## src/rtl/rd_word_uart_tx.sv

```systemverilog
// Per-channel RAM word capture on RD strobes, 2-deep FIFO, and UART serialiser
// (start, LSB-first data, optional even parity, stop) with end-of-block pulse.
module rd_word_uart_tx #(
    parameter int DATA_W          = 8,
    parameter int CLKS_PER_BIT    = 6,
    parameter int RD_LAT          = 2,
    parameter int WORDS_PER_FRAME = 18,
    parameter int PARITY_EN       = 0
) (
    input  logic              clk,
    input  logic              rst,
    input  logic              rd,
    input  logic [4:0]        rd_adr,
    input  logic [DATA_W-1:0] ram_q,
    output logic              tx,
    output logic              busy,
    output logic              frame_done,
    output logic              overrun,
    input  logic              clr_ovr
);

    localparam int CW = $clog2(CLKS_PER_BIT);
    localparam int BW = (DATA_W > 1) ? $clog2(DATA_W) : 1;
    localparam int LW = $clog2(RD_LAT + 1);

    localparam logic [CW-1:0] CLK_LAST = CW'(CLKS_PER_BIT - 1);
    localparam logic [BW-1:0] BIT_LAST = BW'(DATA_W - 1);
    localparam logic [LW-1:0] LAT_LAST = LW'(RD_LAT);
    localparam logic [4:0]    LAST_ADR = 5'(WORDS_PER_FRAME - 1);

    typedef enum logic [2:0] {
        S_IDLE   = 3'd0,
        S_START  = 3'd1,
        S_DATA   = 3'd2,
        S_PARITY = 3'd3,
        S_STOP   = 3'd4
    } state_t;

    // ------------------------------------------------------------------
    // RD edge detect and RAM-latency capture pipeline
    // ------------------------------------------------------------------
    logic          rd_d;
    logic          rise;
    logic          pend;
    logic [LW-1:0] lat_cnt;
    logic [4:0]    adr_q;
    logic          cap;

    assign rise = rd & ~rd_d;
    // A rise in the capture cycle restarts the delay, so that capture is lost.
    assign cap  = pend & (lat_cnt == LAT_LAST) & ~rise;

    always_ff @(posedge clk or negedge rst) begin
        if (!rst) begin
            rd_d    <= 1'b0;
            pend    <= 1'b0;
            lat_cnt <= '0;
            adr_q   <= '0;
        end else begin
            rd_d <= rd;
            if (rise) begin
                pend    <= 1'b1;
                lat_cnt <= LW'(1);
                adr_q   <= rd_adr;
            end else if (cap) begin
                pend    <= 1'b0;
                lat_cnt <= '0;
            end else if (pend) begin
                lat_cnt <= lat_cnt + LW'(1);
            end
        end
    end

    // ------------------------------------------------------------------
    // 2-entry FIFO of {last, data}
    // ------------------------------------------------------------------
    logic [DATA_W:0] mem [2];
    logic            wr_ptr;
    logic            rd_ptr;
    logic [1:0]      cnt;
    logic            full;
    logic            push_ok;
    logic            ovr_set;
    logic            pop;
    logic [DATA_W:0] head;

    assign full    = (cnt == 2'd2);
    assign push_ok = cap & ~full;
    assign ovr_set = cap & full;
    assign head    = mem[rd_ptr];

    always_ff @(posedge clk or negedge rst) begin
        if (!rst) begin
            mem[0]  <= '0;
            mem[1]  <= '0;
            wr_ptr  <= 1'b0;
            rd_ptr  <= 1'b0;
            cnt     <= 2'd0;
            overrun <= 1'b0;
        end else begin
            if (push_ok) begin
                mem[wr_ptr] <= {(adr_q == LAST_ADR), ram_q};
                wr_ptr      <= ~wr_ptr;
            end
            if (pop) begin
                rd_ptr <= ~rd_ptr;
            end
            case ({push_ok, pop})
                2'b10:   cnt <= cnt + 2'd1;
                2'b01:   cnt <= cnt - 2'd1;
                default: cnt <= cnt;
            endcase
            // A fresh overrun wins over a simultaneous clear.
            overrun <= (overrun & ~clr_ovr) | ovr_set;
        end
    end

    // ------------------------------------------------------------------
    // TX FSM
    // ------------------------------------------------------------------
    state_t            state, state_n;
    logic [CW-1:0]     clk_cnt, clk_cnt_n;
    logic [BW-1:0]     bit_cnt, bit_cnt_n;
    logic [DATA_W-1:0] shift, shift_n;
    logic              last_q, last_n;
    logic              par_q, par_n;

    always_ff @(posedge clk or negedge rst) begin
        if (!rst) begin
            state   <= S_IDLE;
            clk_cnt <= '0;
            bit_cnt <= '0;
            shift   <= '0;
            last_q  <= 1'b0;
            par_q   <= 1'b0;
        end else begin
            state   <= state_n;
            clk_cnt <= clk_cnt_n;
            bit_cnt <= bit_cnt_n;
            shift   <= shift_n;
            last_q  <= last_n;
            par_q   <= par_n;
        end
    end

    always_comb begin
        state_n    = state;
        clk_cnt_n  = clk_cnt;
        bit_cnt_n  = bit_cnt;
        shift_n    = shift;
        last_n     = last_q;
        par_n      = par_q;
        pop        = 1'b0;
        tx         = 1'b1;
        frame_done = 1'b0;

        case (state)
            S_IDLE: begin
                tx = 1'b1;
                if (cnt != 2'd0) begin
                    pop       = 1'b1;
                    shift_n   = head[DATA_W-1:0];
                    last_n    = head[DATA_W];
                    par_n     = ^head[DATA_W-1:0];
                    clk_cnt_n = '0;
                    bit_cnt_n = '0;
                    state_n   = S_START;
                end
            end
            S_START: begin
                tx = 1'b0;
                if (clk_cnt == CLK_LAST) begin
                    clk_cnt_n = '0;
                    state_n   = S_DATA;
                end else begin
                    clk_cnt_n = clk_cnt + CW'(1);
                end
            end
            S_DATA: begin
                tx = shift[0];
                if (clk_cnt == CLK_LAST) begin
                    clk_cnt_n = '0;
                    shift_n   = shift >> 1;
                    if (bit_cnt == BIT_LAST) begin
                        bit_cnt_n = '0;
                        state_n   = (PARITY_EN != 0) ? S_PARITY : S_STOP;
                    end else begin
                        bit_cnt_n = bit_cnt + BW'(1);
                    end
                end else begin
                    clk_cnt_n = clk_cnt + CW'(1);
                end
            end
            S_PARITY: begin
                tx = par_q;
                if (clk_cnt == CLK_LAST) begin
                    clk_cnt_n = '0;
                    state_n   = S_STOP;
                end else begin
                    clk_cnt_n = clk_cnt + CW'(1);
                end
            end
            S_STOP: begin
                tx = 1'b1;
                if (clk_cnt == CLK_LAST) begin
                    clk_cnt_n  = '0;
                    frame_done = last_q;
                    state_n    = S_IDLE;
                end else begin
                    clk_cnt_n = clk_cnt + CW'(1);
                end
            end
            default: begin
                state_n = S_IDLE;
            end
        endcase
    end

    assign busy = (state != S_IDLE) | (cnt != 2'd0);

endmodule

```

## config.mk

```make
export PLATFORM = sky130hd
export DESIGN_NAME = rd_word_uart_tx
export DESIGN_NICKNAME = d
export VERILOG_FILES = /design/src/rtl/rd_word_uart_tx.sv
export SDC_FILE = /design/constraint.sdc
export NUM_CORES = 1
export LEC_CHECK = 0
export CORE_UTILIZATION = 61
export CTS_CLUSTER_SIZE = 28
export DETAILED_ROUTE_END_ITERATION = 10
export PLACE_DENSITY = 0.88
export SETUP_SLACK_MARGIN = 0.02
export SLEW_MARGIN = 40
export SYNTH_ARGS = -nofsm -noshare
export SYNTH_HDL_FRONTEND = slang
export SYNTH_SLANG_ARGS = --single-unit
```

## constraint.sdc

```tcl
create_clock -name clk -period 3.7 [get_ports clk]
set_input_delay 0.555 -clock clk [delete_from_list [all_inputs] [get_ports clk]]
set_output_delay 0.555 -clock clk [all_outputs]
set_load 0.01 [all_outputs]
```

* Word level (Yosys, flattened, before mapping)
Cells that the tools add are included. W data, S select, Z words.
Word-level totals: bits in registers 51, latch bits 0, memory bits (writable) 0, bits in read-only memories 0, bits of input ports 17, logic and storage cells 105, memories kept 0
Operators by class: $add $sub $neg 5, multiply operators 0, div/mod/pow operators 0, magnitude comparators 3, equal/unequal tests 17, shift operators 0, mux-type cells 33, bitwise operators 16, reduce and logical (&&, ||, !) cells 15
Operators by type and width (number):
- $mux W9 | 4
- $mux W3 | 10
- $bwmux W18 | 1
- $mux W8 | 2
- $pmux W8 S2 | 1
- $pmux W3 S5 | 1
- $ne A2 B2 Y1 const B | 6
- $pmux W3 S2 | 2
- $reduce_bool A2 Y1 | 5
- $demux W9 S1 | 1
- $eq A3 B3 Y1 const B | 3
- $reduce_xor A8 Y1 | 1
- $add A3 B1 Y3 const B | 2
- $and A1 B1 Y1 | 6
- $eq A2 B2 Y1 const B | 3
- $eq A3 B2 Y1 const B | 2
- $mux W1 | 6
- $mux W2 | 3
- $not A1 Y1 | 6
- $reduce_and A6 Y1 | 1
- $reduce_bool A3 Y1 | 2
- $eq A5 B5 Y1 const B | 1
- $add A2 B1 Y2 const B | 2
- $ge A2 B2 Y1 const B | 2
- other kinds (13) | 16

* Longest topological paths before layout
Gate-level depths: netlist of the first run.
depth in word-level cells 7, gate-level depth with buffers 8

* Worst setup path before layout of the first run
OpenSTA, ideal clock, no wires.
path type input-to-reg, start point input port rd, end point register mem[10] (netlist name), library setup time 125 ps, arrival time 1578 ps, required time 3575 ps, slack 1998 ps, stages 5, path buffers 1, path through nand2b_1 -> clkbuf_2 -> nand4_4 -> nor2_2 -> mux2_2
Between the ends: longest elaborated chain between the ends 4
RTL lines:
- from (decl) | RTL line 12 | input logic rd,
- $and A1 B1 Y1 | RTL line 49 | assign rise = rd & ~rd_d;
- $not A1 Y1 | RTL line 51 | assign cap = pend & (lat_cnt == LAT_LAST) & ~rise;
- $and A1 B1 Y1 | RTL line 51
- $and A1 B1 Y1 | RTL line 88 | assign push_ok = cap & ~full;
- to (signal, indexed assignment) | RTL line 102 | mem[wr_ptr] <= {(adr_q == LAST_ADR), ram_q};
- to (decl) | RTL line 77 | logic [DATA_W:0] mem [2];
Every way passes these cells. A chain may end at the register's enable or synchronous reset.

* Final worst setup path of the first run
start point register clk_cnt[1], end point output port frame_done
Between the ends: longest elaborated chain between the ends 3
RTL lines:
- from (decl) | RTL line 122 | logic [CW-1:0] clk_cnt, clk_cnt_n;
- from (signal assigned) | RTL line 138 | clk_cnt <= clk_cnt_n;
- $eq A3 B3 Y1 | RTL line 205 | if (clk_cnt == CLK_LAST) begin
- $mux W1 | RTL line 205
- $mux W1 | RTL line 157 | case (state)
- to (decl) | RTL line 17 | output logic frame_done,
Every way passes these cells.

==> results of run 1 <==
## cells by family (layout without fill, tap and decap cells)
family / count (synthesis) / count (layout)
adders and majority gates: 4 / 4
muxes: 31 / 31
AOI/OAI and AO/OA: 28 / 28
DFF: 51 / 51
and+or+nand+nor: 59 / 59
buffers and inverters: 12 / 34
xor gates and xnor gates: 17 / 17
## cell usage in the layout (no fill, tap or decap), types with 2 or more instances in the layout
| master | instances |
|---|---|
| mux2_2 | 18 |
| nand2_1 | 29 |
| nor3_1 | 4 |
| dfrtp_1 | 51 |
| a22o_1 | 4 |
| a21oi_1 | 3 |
| clkdlybuf4s50_1 | 19 |
| nand2_2 | 2 |
| xnor2_1 | 8 |
| ha_1 | 4 |
| clkbuf_8 | 6 |
| o221a_2 | 7 |
| mux2i_1 | 13 |
| inv_1 | 5 |
| nand3_1 | 3 |
| xor2_1 | 9 |
| nor2_1 | 9 |
| o21ai_0 | 7 |
## layout make-up
class | instances | area (µm²) | share of cell area
clock buffer | 6 | 82.58 | 0.03032
clock inverter | 2 | 35.03 | 0.01286
inverter | 6 | 22.52 | 0.008268
multi-input combinational | 139 | 1050 | 0.3854
sequential | 51 | 1276 | 0.4685
tap | 48 | 60.06 | 0.02205
timing repair buffer | 20 | 197.7 | 0.07258
## routing by layer
| metal | part of all wire | global-route usage |
|---|---|---|
| met1 | 0.47 | 0.3071 |
| met2 | 0.47 | 0.3592 |
| met3 | 0.037 | 0.08979 |
| met4 | 0.026 | 0.1056 |
| met5 | 0 | 0 |
## flip-flops by register name, indices dropped and copies added (netlist names)
signal and count:
mem 18, pend 1, state 3, adr_q 5
bit_cnt 3, rd_ptr 1, clk_cnt 3, wr_ptr 1
rd_d 1, lat_cnt 2, last_q 1, cnt 2
par_q 1, overrun 1, shift 8
## worst reg2reg max path: cells and delay by family (launching register included)
family	cells	cell delay, ns
fa+ha+maj	1	0.27
buf+inv	1	0.07
flops	1	0.41
mux	1	0.42
simple gates	2	0.58
## final timing paths
check	start	end	slack, ns	cells past startpoint
worst max-delay path	clk_cnt[1]	frame_done	1.33	4
worst min-delay path	rst	clk_cnt[2]	0.25	1
worst max register to register	lat_cnt[0]	mem[16]	1.84	5
worst min register to register	adr_q[1]	adr_q[1]	0.48	2
max in group asynchronous	rst	last_q	3.04	1
min in group clk	adr_q[1]	adr_q[1]	0.48	2
## power breakdown
| part | internal [mW] | leakage (nW) | total (mW) | switching, mW |
|---|---|---|---|---|
| registers | 0.782 | 0.632 | 1.02 | 0.238 |
| logic | 0.481 | 0.571 | 0.850 | 0.369 |
| clock network | 0.219 | 0.0612 | 0.398 | 0.179 |
## metrics by stage
stage	hold WS [ns]	worst slack, ns	util	cell area (µm²)	cells
after detailed placement	0.4587	1.323	0.7013	2606	264
after floorplan	0.2594	1.998	-	2382	202
after CTS	0.2752	1.315	0.7330	2724	272
final	0.2497	1.329	0.7330	2724	272
after global routing	0.2954	1.248	0.7330	2724	272
after global placement	0.4529	1.398	0.7007	2604	264
==> run metrics, run 1 <==
Post-CTS Hold Fix Bufs=0; complex-gate fraction of the synthesized area=0.09296; WL per Instance=14.85 µm; Synth Register Bits=just over 50; # diodes=0; Synth Instances=around 200; Core Area=3716 µm²; CTS clock-pin slew for the worst setup and hold paths=0.09 ns; WP data required=3.14 ns; post-DP HPWL=roughly 2800 µm; hold crit path type=primary input to async pin; final hold violations=0; crit path cell chain=and2b_1 -> and2_1 -> and4_1 -> clkdlybuf4s50_1; Main synth FF type=dfrtp_1; H-tree depth=2; number of global-route vias before repair=about 1600; synthesized area=about 2400 µm²; Distinct cells, synth=40; clk buf depth=2; FILL cells=~260; Max IR drop VDD=between 0.4 and 0.5 mV; CP Launch Type=flip-flop; number of synthesized flops with an enable pin=0; cell taking the most area after synthesis=dfrtp_1; Vias/cell=approximately 5.7; Port Buffer Count=20; max-slew violations=0; cell with the most instances after synthesis=dfrtp_1; Worst EP arrival=about 1.8 ns; RSZ-0062 raised after global routing=no; final total power=2.268 mW; XOR/XNOR Fraction of Synth Area=0.06250; RD Place Congestion=0.8170; Die X=~64 µm; post-synthesis mux area share=0.1397; Net count, final=roughly 240; final wirelength=~4000 µm; Ports=21; top post-synthesis cells by area=dfrtp_1 54%, mux2_2 8.5%, mux2i_1 5.5%; P&R area growth vs syn=14.34%; Syn Area/Cell=around 12 µm²; Initial Utilization=0.6411; Final Cycle Share=0.6409; CTS tree=done; Syn Nets=approximately 220; Post-Synth Adder-Cell Area=0.02101; Bufs and invs on worst path=1; setup_tns=0 ns; synthesis warning total=0; LEAKAGE=~1.3 nW; Worst path top cell family by delay=simple AND/OR/NAND/NOR gates; Root Buffer=clkbuf_8; Yosys top cell area share=0.5357; Slowest-stage cell, CP=clkdlybuf4s50_1; Post-synth top cells=51 x dfrtp_1, 29 x nand2_1, 18 x mux2_2; WS Path Type=flip-flop to output port; fraction of registers with async set/reset=1.000; Antenna Nets Post-Route=0; main combinational cell family by area after synthesis=multiplexers; Clock Skew=between 0.007 and 0.008 ns; share of cells above drive strength 1=0.1920; CP Max Fanout=3; DR pass1 iterations=4; Vias=around 1500; fmax=around 0.42 GHz; post-synthesis sequential area ratio=0.5357; GRT Util Overall=0.2385; Worst-Skew Late Latency=just over 0.3 ns; global route total overflow=0; num rows=22; Post-Synth Simple-Gate Area=0.1245; crit path time final=about 2.4 ns; max_slew headroom=0.5136; initial DRC count=roughly 90; Power Dens Cells=832.5 nW/µm²; initial antenna violation count=0; postcts setup bufs=0; PostCTS Resize Cnt=0; CP endpoint kind=output port; die height=between 60 and 70 µm; global-route wire length before repair=roughly 7400 µm; Max Cap Viol=0; # setup viols final=0; drc violations=0; CP peak stage delay=about 0.52 ns; status=finished, final reports clean; largest net degree at the start of global routing=between 50 and 60; Slew @ Worst Pin=0.7296 ns; clock sinks=between 50 and 60; cts bufs inserted=5; die area=around 4200 µm²
(Power assumes the default switching activity.)
==> run 2: changes to the inputs <==
- CORE_UTILIZATION: 61 -> 57
- PLACE_DENSITY: 0.88 -> 0.83
- clock period: 3.7 -> 2.2 ns (I/O delays scaled with it)
==> run metrics, run 2 (synthesis results as in run 1) <==
status=finished, final reports clean; clock sinks=51 (unchanged); Net count, final=249 (+2.0%); largest net degree at the start of global routing=27 (-48%); hold_ws=0.02599 ns (-0.2237 ns); Worst Setup Slack, final=0.1957 ns (-1.133 ns); Port Buffer Count=20 (unchanged); CTS tree=done; initial DRC count=58 (-35%); Placed Cells=271 (+2.7%); WP data required=1.87 ns (-1.27 ns); Worst-Skew Late Latency=0.30 ns (about the same); RD Place Congestion=0.7147 (-13%); CP Max Fanout=7 (+4); setup_tns=0 ns (unchanged); max_slew headroom=0.6079 (+0.09432); LEAKAGE=1.272 nW (+0.65%); Antenna Nets Post-Route=0 (unchanged); initial antenna violation count=0 (unchanged); largest reg by FF count=mem; PostCTS Resize Cnt=1 (+1); CP endpoint kind=output port; die height=66.65 µm (+3.3%); H-tree depth=2 (unchanged); die area=4442 µm² (+6.8%); Ports=21 (unchanged); CP peak stage delay=0.49 ns (-0.03 ns); # setup viols final=0 (unchanged); RSZ-0062 raised after global routing=no; post-DP HPWL=2908 µm (+2.5%); global-route wire length before repair=6913 µm (-6.5%); Slowest-stage cell, CP=clkdlybuf4s50_1; worst setup slack after placement=0.2243 ns (-1.099 ns); GRT Util Overall=0.2146 (-0.02386); WS Path Type=flip-flop to output port; Largest register FFs=18 (unchanged); # diodes=0 (unchanged); Vias/cell=5.505 (-3.0%); Final Cycle Share=0.9111; P&R area growth vs syn=14.50%; hold crit path type=primary input to async pin; final std cells w/o fill=277 (+1.8%); Die X=66.65 µm (+3.3%); Post-CTS Hold Fix Bufs=0 (unchanged); crit path cell chain=nor3_1 -> nand2_1 -> clkdlybuf4s50_1; Worst EP arrival=1.67 ns (-0.15 ns); clk buf depth=2 (unchanged); CTS clock-pin slew for the worst setup and hold paths=0.08 ns (about the same); Clock Skew=0.005848 ns (-0.001262 ns); largest registers=mem x18, shift x8, adr_q x5; Max Cap Viol=0 (unchanged); number of global-route vias before repair=1525 (-6.4%); drc violations=0 (unchanged); Root Buffer=clkbuf_8; postcts setup bufs=0 (unchanged); final wirelength=3883 µm (-3.9%); fmax=about 0.50 GHz; final hold violations=0 (unchanged); Vias=1525 (-1.2%); Max IR drop VDD=0.7930 mV (+65%); Core Area=4000 µm² (+7.6%); share of cells above drive strength 1=0.1982 (+0.006274); CP Launch Type=flip-flop; global route total overflow=0 (unchanged); Initial Utilization=0.5956 (-0.04552); commonest non-fill, non-tap cells in the layout=51 x dfrtp_1, 29 x nand2_1, 18 x mux2_2, 18 x clkdlybuf4s50_1, 13 x mux2i_1; num rows=23 (+4.5%); WL per Instance=14.02 µm (-5.6%); max-slew violations=0 (unchanged); DR pass1 iterations=4 (unchanged); Slew @ Worst Pin=0.5881 ns (-0.1415 ns); cts bufs inserted=5 (unchanged); commonest non-fill, non-tap cell in the layout=dfrtp_1; Power Dens Cells=1342 nW/µm² (+61%); crit path time final=~2 ns
## run 2: path summary, 6_finish.rpt
check,from,endpoint,slack (ns),cells after the start
min,rst,overrun,0.03,1
min in group clk,adr_q[4],adr_q[4],0.47,2
max reg2reg,lat_cnt[0],mem[12],0.43,5
max,state[1],busy,0.20,3
max in group asynchronous,rst,mem[12],1.64,2
min reg2reg,adr_q[4],adr_q[4],0.47,2
## run 2: routing by layer
layer / routed length [µm] / track usage / part of all wire / up-vias
met3: 77 / 0.03596 / 0.020 / 8
met2: 1826 / 0.3359 / 0.47 / 19
met1: 1892 / 0.2849 / 0.49 / 738
met5: 0 / 0 / 0 / -
li1: - / - / - / 760
met4: 86 / 0.1117 / 0.022 / 0
## run 2: layout make-up
type,instances,area (µm²)
tap,50,62.56
inverter,6,22.52
sequential,51,1276
clock buffer,6,72.57
timing repair buffer,25,244.0
multi-input combinational,139,1050
fill,295,1272
## run 2: through the flow
stage / utilization / area, µm² / power (mW)
4_1_cts: 0.6819 / 2728 / 3.681
6_report: 0.6819 / 2728 / 3.660
5_1_grt: 0.6819 / 2728 / 3.937
3_3_place_gp: 0.6641 / 2656 / 3.108
3_5_place_dp: 0.6641 / 2656 / 3.186
2_1_floorplan: - / 2382 / 2.805
## run 2: critical path: cells and delay by family, from the launching register on
| kind | cells | cell delay (ns) |
|---|---|---|
| simple gates | 2 | 0.43 |
| flops | 1 | 0.46 |
| buf+inv | 1 | 0.49 |
## run 2: power breakdown
group | internal [mW] | leakage [nW] | switching [mW]
Clock | 0.212 | 0.0371 | 0.273
Combinational | 0.842 | 0.603 | 0.636
Sequential | 1.32 | 0.632 | 0.381
==> run 3: changes to the inputs <==
- PLACE_DENSITY: 0.83 -> 0.79
==> run metrics, run 3 (synthesis results as in run 1) <==
# diodes=0 (unchanged); multi-input logic area=1050 µm² (unchanged); share of cells above drive strength 1=0.2018 (+0.003517); Worst-Skew Late Latency=0.31 ns (about the same); Antenna Nets Post-Route=0 (unchanged); Power Dens Cells=1351 nW/µm² (+0.71%); final cell utilization of the core=0.6841 (+0.002190); initial DRC count=35 (-40%); post-DP HPWL=3154 µm (+8.5%); cts bufs inserted=5 (unchanged); Largest register FFs=18 (unchanged); die height=66.65 µm (unchanged); setup_tns=0 ns (unchanged); crit path time final=2.005 ns (+0.0009420 ns); final wirelength=4211 µm (+8.4%); Post-CTS Hold Fix Bufs=0 (unchanged); WP data required=1.87 ns (about the same); drc violations=0 (unchanged); number of global-route vias before repair=1571 (+3.0%); hold crit path type=primary input to async pin; WL per Instance=15.15 µm (+8.1%); sequential cell area=1276 µm² (unchanged); Vias/cell=5.500 (about the same); CP Launch Type=flip-flop; RD Place Congestion=0.7435 (+4.0%); LEAKAGE=1.285 nW (+1.0%); GRT Util Overall=0.2192 (+0.004551); Final Cycle Share=0.9115 (about the same); Slew @ Worst Pin=0.5399 ns (-0.04825 ns); die area=4442 µm² (unchanged); Vias=1529 (+0.26%); global-route wire length before repair=7031 µm (+1.7%); Max IR drop VDD=0.6996 mV (-12%); RSZ-0062 raised after global routing=no; CTS clock-pin slew for the worst setup and hold paths=0.09 ns (about the same); max-slew violations=0 (unchanged); num rows=23 (unchanged); CP endpoint kind=output port; CP Max Fanout=7 (unchanged); largest registers=mem x18, shift x8, adr_q x5; max_slew headroom=0.6401 (+0.03216); Root Buffer=clkbuf_8; largest net degree at the start of global routing=52 (+93%); clock sinks=51 (unchanged); Ports=21 (unchanged); commonest non-fill, non-tap cells in the layout=51 x dfrtp_1, 29 x nand2_1, 18 x mux2_2, 18 x clkdlybuf4s50_1, 13 x mux2i_1; Max Cap Viol=0 (unchanged); largest reg by FF count=mem; FILL cells=282 (-4.4%); Worst EP arrival=1.68 ns (about the same); crit path from=state[1]; worst r2r src=lat_cnt[0]; # setup viols final=0 (unchanged); Port Buffer Count=20 (unchanged); Die X=66.65 µm (unchanged); WS Path Type=flip-flop to output port; commonest non-fill, non-tap cell in the layout=dfrtp_1; clk buf depth=2 (unchanged); P&R area growth vs syn=14.86%; initial antenna violation count=0 (unchanged); CTS tree=done; status=finished with violations; failing checks=negative hold slack; fmax=0.4987 GHz (about the same); DR pass1 iterations=4 (unchanged); Clock Skew=0.004681 ns (-0.001168 ns); final hold violations=1 (+1); Core Area=4000 µm² (unchanged); Initial Utilization=0.5956 (unchanged); Net count, final=248 (-0.40%); H-tree depth=2 (unchanged); postcts setup bufs=0 (unchanged); global route total overflow=0 (unchanged); hold_ws=-0.002506 ns (-0.02850 ns)
[run 3: changes by cell type in the layout (fill, tap and decap cells not counted), sizes merged]
cell          previous run  this run
dlygate4sd2              1         0
dlymetal6s2s             0         1
clkinvlp                 0         1
buf                      6         5
clkinv                   0         1
[run 3: path summary, 6_finish.rpt]
path                                 end  slack [ns]  cells past startpoint
worst max-delay path                busy        0.19                      3
worst min-delay path            state[2]      -0.003                      2
worst max register to register   mem[16]        0.40                      5
worst min register to register  adr_q[0]        0.47                      2
max in group asynchronous         mem[8]        1.97                      2
min in group clk                adr_q[0]        0.47                      2
[run 3: layout make-up]
cell class / instances / share of cell area
multi-input cells: 139 / 0.3836
clock buffers: 6 / 0.02652
well taps: 50 / 0.02286
clock inverters: 2 / 0.004572
repair buffers: 24 / 0.08779
flip-flops and latches: 51 / 0.4664
inverters: 6 / 0.008230
[run 3: report_power, final]
part,total [mW],switching (mW),internal (mW)
sequential,1.70,0.380,1.32
combinational,1.48,0.648,0.834
clock,0.519,0.296,0.222
total,3.70,1.33,2.37
[run 3: routing by layer]
| metal | GRT usage | vias up | routed length (µm) |
|---|---|---|---|
| met4 | 0.07979 | 0 | 70 |
| met5 | 0 | - | 0 |
| met2 | 0.3864 | 19 | 2128 |
| met1 | 0.2536 | 748 | 1912 |
| li1 | - | 756 | - |
| met3 | 0.05651 | 6 | 100 |
[run 3: metrics by stage]
step,power (mW),worst slack [ns],area (µm²),hold slack (ns),std cells
after floorplan,2.805,0.5592,2382,0.03441,202
after global placement,3.086,0.2748,2649,0.3304,270
after detailed placement,3.210,0.2216,2649,0.3373,270
after CTS,3.729,0.04095,2734,0.008854,278
after global routing,3.960,0.09365,2736,0.01462,278
final,3.698,0.1947,2736,-0.002506,278
[run 3: worst max-delay path: stages (launching register included)]
cell,delay [ns]
dfrtp_1,0.45
nor3_1,0.34
nand2_1,0.08
clkdlybuf4s50_1,0.49
[run 3: repair_timing]
item | 4_1_cts | 5_1_grt
gates resized for setup | 0 | 1
setup endpoints to repair | 0 | 1
endpoints found under the hold margin | 0 | 0
==> variant 1, RTL diff (settings of run 1) <==
Change the parameter `CLKS_PER_BIT` from 6 to 3.
--- a/src/rtl/rd_word_uart_tx.sv
+++ b/src/rtl/rd_word_uart_tx.sv
@@ -4,3 +4,3 @@
     parameter int DATA_W          = 8,
-    parameter int CLKS_PER_BIT    = 6,
+    parameter int CLKS_PER_BIT    = 3,
     parameter int RD_LAT          = 2,
Function: changed (Yosys sat finds a counterexample within 10 cycles, from zero or initial values and one cycle with rst low).
==> variant 1 against run 1 <==
- clock skew decreased by 0.53 ps
- utilization decreased by 0.81 points
- power decreased by 3.2%
- routed wire length decreased by 1.6%
- area after synthesis decreased by 0.32%
- final area decreased by 1.8%
- sequential cell count decreased by 1
- setup slack got worse by 48 ps
- critical path type unchanged
- critical endpoint unchanged
==> variant 1: results (changes against run 1) <==
| Metric | Value |
|---|---|
| Synth cell count leaders | `dfrtp_1 (50), nand2_1 (30), mux2_2 (17) (was dfrtp_1 (51), nand2_1 (29), mux2_2 (18))` |
| Final-layout fill cell count | `283 (was 255)` |
| Final HPWL DP | `2.782 mm (was 2.836 mm)` |
| DRT Wirelength | `3.976 mm (was 4.040 mm)` |
| Cell Area, Placed | `2597 sq um (was 2606 sq um)` |
| Worst reg2reg path depth | `7 (was 5)` |
| Pin count of the biggest net entering global routing | `51 (was 52)` |
| FFs w/ async S/R, synth | `100.0% (unchanged)` |
| First-pass GRT wire length | `7.017 mm (was 7.396 mm)` |
| Clk_skew | `6.578 ps (was 7.110 ps)` |
| Placed Cells | `276 (was 264)` |
| Critical path arrival | `1860 ps (was 1820 ps)` |
| Leak | `1.250 nW (was 1.264 nW)` |
| DRT Pass-1 Iters | `4 (unchanged)` |
| Worst-Skew Late Latency | `290 ps (was 310 ps)` |
| Vias per cell | `5.527 (was 5.673)` |
| Antenna diode count | `0 (unchanged)` |
| Hold/Removal Path Class | `in2async (unchanged)` |
| Post-Place Setup Slack | `1416 ps (was 1323 ps)` |
| FF-to-FF End | `cnt[1] (was mem[16])` |
| Clock transition at path regs | `80 ps` |
| Syn Area/Cell | `11.05 sq um (was 11.79 sq um)` |
| TritonCTS Buffers | `5 (unchanged)` |
| CTS resizes | `0 (unchanged)` |
| Worst R2R Start | `state[0] (was lat_cnt[0])` |
| Root Driver | `clkbuf_8 (unchanged)` |
| Layout cells sized above 1 | `12.77% (was 19.20%)` |
| Synth warn | `0 (unchanged)` |
| Number of global-route vias before repair | `1556 (was 1630)` |
| 1st-iter DRT viols | `73 (was 89)` |
| Largest stage delay, worst path | `540 ps (was 520 ps)` |
| Most area-consuming cells after synthesis | `dfrtp_1 (53%), mux2_2 (8.1%), mux2i_1 (5.5%), nand2_1 (4.7%), xor2_1 (3.7%) (was dfrtp_1 (54%), mux2_2 (8.5%), mux2i_1 (5.5%), nand2_1 (4.6%), o221a_2 (3.3%))` |
| Mapped Nets | `236 (was 223)` |
| Yosys cell types | `35 (was 40)` |
| Global Route Usage Sum | `22.79% (was 23.85%)` |
| Worst Path Max Fanout | `7 (was 3)` |
| Sequential share of the synthesized area | `52.69% (was 53.57%)` |
| Initial antenna violation count | `0 (unchanged)` |
| Clk buf depth | `2 (unchanged)` |
| DR WL/cell | `14.05 um (was 14.85 um)` |
| CP max-delay cell | `clkdlybuf4s50_1 (unchanged)` |
| Worst VDD drop | `0.4493 mV (was 0.4798 mV)` |
| Gpl congestion | `0.7628 (was 0.8170)` |
| NumNets Final | `256 (was 244)` |
| Worst-Margin Slew | `727.4 ps (was 729.6 ps)` |
| Flop2flop setup slack | `1870 ps (was 1840 ps)` |
| Status | `finished, final reports clean (unchanged)` |
| FMAX | `413.3 MHz (was 421.7 MHz)` |
| I/O Buffers | `20 (unchanged)` |
| Largest regs | `mem x18, shift x8, adr_q x5 (unchanged)` |
| Setup bufs post-CTS | `0 (unchanged)` |
| H-tree lvl count | `2 (unchanged)` |
## variant 1: cell count changes in the layout (fill, tap and decap cells not counted), moves of 2 or more
cell and delta:
a21oi_1 +7, o221a_2 -7, o21ai_0 +6, nor2_1 +5, a22o_1 -4, nand2b_1 +3, clkbuf_1 +2, nand2_2 -2
nor3_1 -2, o211ai_1 +2, o21ai_1 +2
## variant 1: logic make-up (layout without fill, tap and decap cells)
kind of cell | after synthesis | in the layout | share of synthesized area [%]
simple gates | 64 | 64 | 13.70
flops | 50 | 50 | 52.69
compound gates | 34 | 34 | 8.325
mux | 31 | 31 | 14.01
xor+xnor | 17 | 17 | 6.270
buf+inv | 15 | 35 | 2.898
fa+ha+maj | 4 | 4 | 2.108
## variant 1: power by group
part,total (mW),internal [mW],switching (mW),leakage (nW)
sequential,0.994,0.759,0.235,0.629
clock,0.293,0.130,0.163,0.0383
combinational,0.909,0.468,0.441,0.583
## variant 1: worst max-delay path by stage
| stage | startpoint | cells after the start | endpoint |
|---|---|---|---|
| final | clk_cnt[0] | 4 | frame_done |
| after global routing | clk_cnt[0] | 4 | frame_done |
| after floorplan | rd | 5 | mem[10] |
| after global placement | rd | 5 | mem[12] |
| after detailed placement | rd | 5 | mem[11] |
| after CTS | clk_cnt[1] | 4 | frame_done |
## variant 1: area by class of cell
cell class | instances | area share (%)
Sequential cell | 50 | 46.79
Tap cell | 48 | 2.246
Clock buffer | 7 | 2.854
Multi-Input combinational cell | 150 | 39.45
Timing Repair Buffer | 21 | 7.674
Inverter | 7 | 0.9827
## variant 1: routing by layer
layer / global-route usage (%) / up-vias / share of wire (%)
li1: - / 774 / -
met2: 36.58 / 17 / 48
met5: 0 / - / 0
met3: 5.357 / 4 / 2.0
met1: 30.13 / 769 / 49
met4: 8.333 / 0 / 1.6
## variant 1: worst max-delay path, delay by kind of cell, from the launching register on
family,cells,cell delay (ps)
buffers and inverters,1,540
AND/OR/NAND/NOR,3,620
flip-flops,1,420
## variant 1: per-stage QoR
step	utilization (%)	total power, mW	hold WS (ps)
after floorplan	-	1.685	259.4
after global placement	70.35	1.842	456.2
after detailed placement	70.42	1.918	467.2
after CTS	72.49	2.220	285.9
after global routing	72.49	2.376	322.5
final	72.49	2.195	254.5
==> variant 2, RTL diff (flow settings as in run 1) <==
Without the edit above. Re-encode `state_t` (5 states) as one-hot, 5 bits wide.
--- a/src/rtl/rd_word_uart_tx.sv
+++ b/src/rtl/rd_word_uart_tx.sv
@@ -30,8 +30,8 @@
 
-    typedef enum logic [2:0] {
-        S_IDLE   = 3'd0,
-        S_START  = 3'd1,
-        S_DATA   = 3'd2,
-        S_PARITY = 3'd3,
-        S_STOP   = 3'd4
+    typedef enum logic [4:0] {
+        S_IDLE   = 5'b00001,
+        S_START  = 5'b00010,
+        S_DATA   = 5'b00100,
+        S_PARITY = 5'b01000,
+        S_STOP   = 5'b10000
     } state_t;
Check against the original RTL: same outputs for any inputs over 10 cycles, from zero or initial values and one cycle with rst low; not proved beyond that.
==> variant 2 against run 1 <==
- final cell count grew 4.0%
- first-iteration DRC count grew 60%
- area after synthesis up 3.5%
- combinational power fell by 14%
- sequential cell count is the same
- largest power group unchanged
- setup slack got worse by 470 ps
- utilization is 0.058 points higher
- routed wire length grew 8.4%
- final area grew 1.6%
- power shrank 10%
==> variant 2: results (changes against run 1) <==
| Metric | Value |
|---|---|
| Combinational power share | `35.8% (was 37.5%)` |
| PD cells | `737.3 nW/um^2 (was 832.5 nW/um^2)` |
| Most area-consuming cells after synthesis | `dfrtp_1 (51%), mux2_2 (11%), nor3_1 (3.7%), nand2_1 (2.7%), a311oi_2 (2.4%) (was dfrtp_1 (54%), mux2_2 (8.5%), mux2i_1 (5.5%), nand2_1 (4.6%), o221a_2 (3.3%))` |
| 1st-iter DRT viols | `142 (was 89)` |
| Flop2flop setup slack | `1250 ps (was 1840 ps)` |
| CP Launch Point | `state[0] (was clk_cnt[1])` |
| Worst Path Max Fanout | `14 (was 3)` |
| Switching part of the total power | `33.30% (was 34.65%)` |
| DR WL/cell | `15.48 um (was 14.85 um)` |
| Vias per cell | `5.837 (was 5.673)` |
| Worst VDD drop | `0.4391 mV (was 0.4798 mV)` |
| Gpl congestion | `0.7624 (was 0.8170)` |
| Setup crit end | `busy (was frame_done)` |
| Slew headroom | `60.39% (was 51.36%)` |
| Post-Place Setup Slack | `1195 ps (was 1323 ps)` |
| Adder-cell share of the synthesized area | `2.029% (was 2.101%)` |
| NumNets Final | `256 (was 244)` |
| Mapped Nets | `241 (was 223)` |
| Global Route Usage Sum | `24.45% (was 23.85%)` |
| FF-to-FF End | `cnt[1] (was mem[16])` |
| Status | `finished, final reports clean (unchanged)` |
| First-pass GRT wire length | `7.645 mm (was 7.396 mm)` |
| Detailed-route via count | `1652 (was 1543)` |
| Layout cells sized above 1 | `18.30% (was 19.20%)` |
| Yosys cell types | `45 (was 40)` |
| P_seq | `0.931 mW (was 1.02 mW)` |
| Final WS setup | `853.7 ps (was 1329 ps)` |
| Pin count of the biggest net entering global routing | `28 (was 52)` |
| Synth cell count leaders | `dfrtp_1 (50), mux2_2 (25), nand2_1 (18), nor3_1 (18), inv_1 (14) (was dfrtp_1 (51), nand2_1 (29), mux2_2 (18))` |
| Critical path arrival | `2290 ps (was 1820 ps)` |
| Syn Area/Cell | `11.21 sq um (was 11.79 sq um)` |
| Worst reg2reg path depth | `6 (was 5)` |
| Final HPWL DP | `3.096 mm (was 2.836 mm)` |
-- variant 2: cell count changes in the layout (fill, tap and decap cells not counted), moves of 7 or more --
cell / run 1 / this run
nor3_1: 4 / 18
nand2_1: 29 / 18
inv_1: 5 / 14
mux2i_1: 13 / 5
mux2_2: 18 / 25
o221a_2: 7 / 0
xor2_1: 9 / 2
-- variant 2: cell type report --
cell class	count	area, sq um
Inverter	14	52.55
Sequential cell	51	1277
Tap cell	48	60.06
Multi-Input combinational cell	141	1060
Clock buffer	5	68.82
Timing Repair Buffer	22	210.2
Fill cell	261	1005
Clock inverter	2	37.54
-- variant 2: layer usage --
metal | routed length, um | global-route usage [%] | share of wire, % | vias up
met3 | 100 | 4.688 | 2.3 | 2
met5 | 0 | 0 | 0 | -
li1 | - | - | - | 803
met2 | 2181 | 39.05 | 50 | 25
met1 | 2068 | 32.98 | 47 | 822
met4 | 30 | 9.511 | 0.68 | 0
-- variant 2: cells by family after synthesis --
group                    Yosys count
AND/OR/NAND/NOR                   71
flip-flops                        51
AO/OA/AOI/OAI                     30
multiplexers                      30
buffers and inverters             28
XOR/XNOR                           6
adder cells (fa/ha/maj)            4
-- variant 2: worst max-delay path, cell delays in order (launching register included) --
cell             delay, ps
dfstp_2                600
or4b_4                 570
or3_1                  340
clkdlybuf4s50_1        480
-- variant 2: worst min path at each step --
stage	cells after the start	from	end	slack [ps]
after floorplan	0	rst	adr_q[0]	260
after global placement	2	adr_q[0]	adr_q[0]	450
after detailed placement	2	adr_q[4]	adr_q[4]	460
after CTS	1	rst	cnt[1]	240
after global routing	1	rst	cnt[1]	270
final	1	rst	cnt[1]	220
-- variant 2: metrics by stage --
stage,util [%],instance area (sq um)
after floorplan,-,2466
after global placement,70.54,2660
after detailed placement,70.54,2660
after CTS,73.36,2766
after global routing,73.36,2766
final,73.36,2766
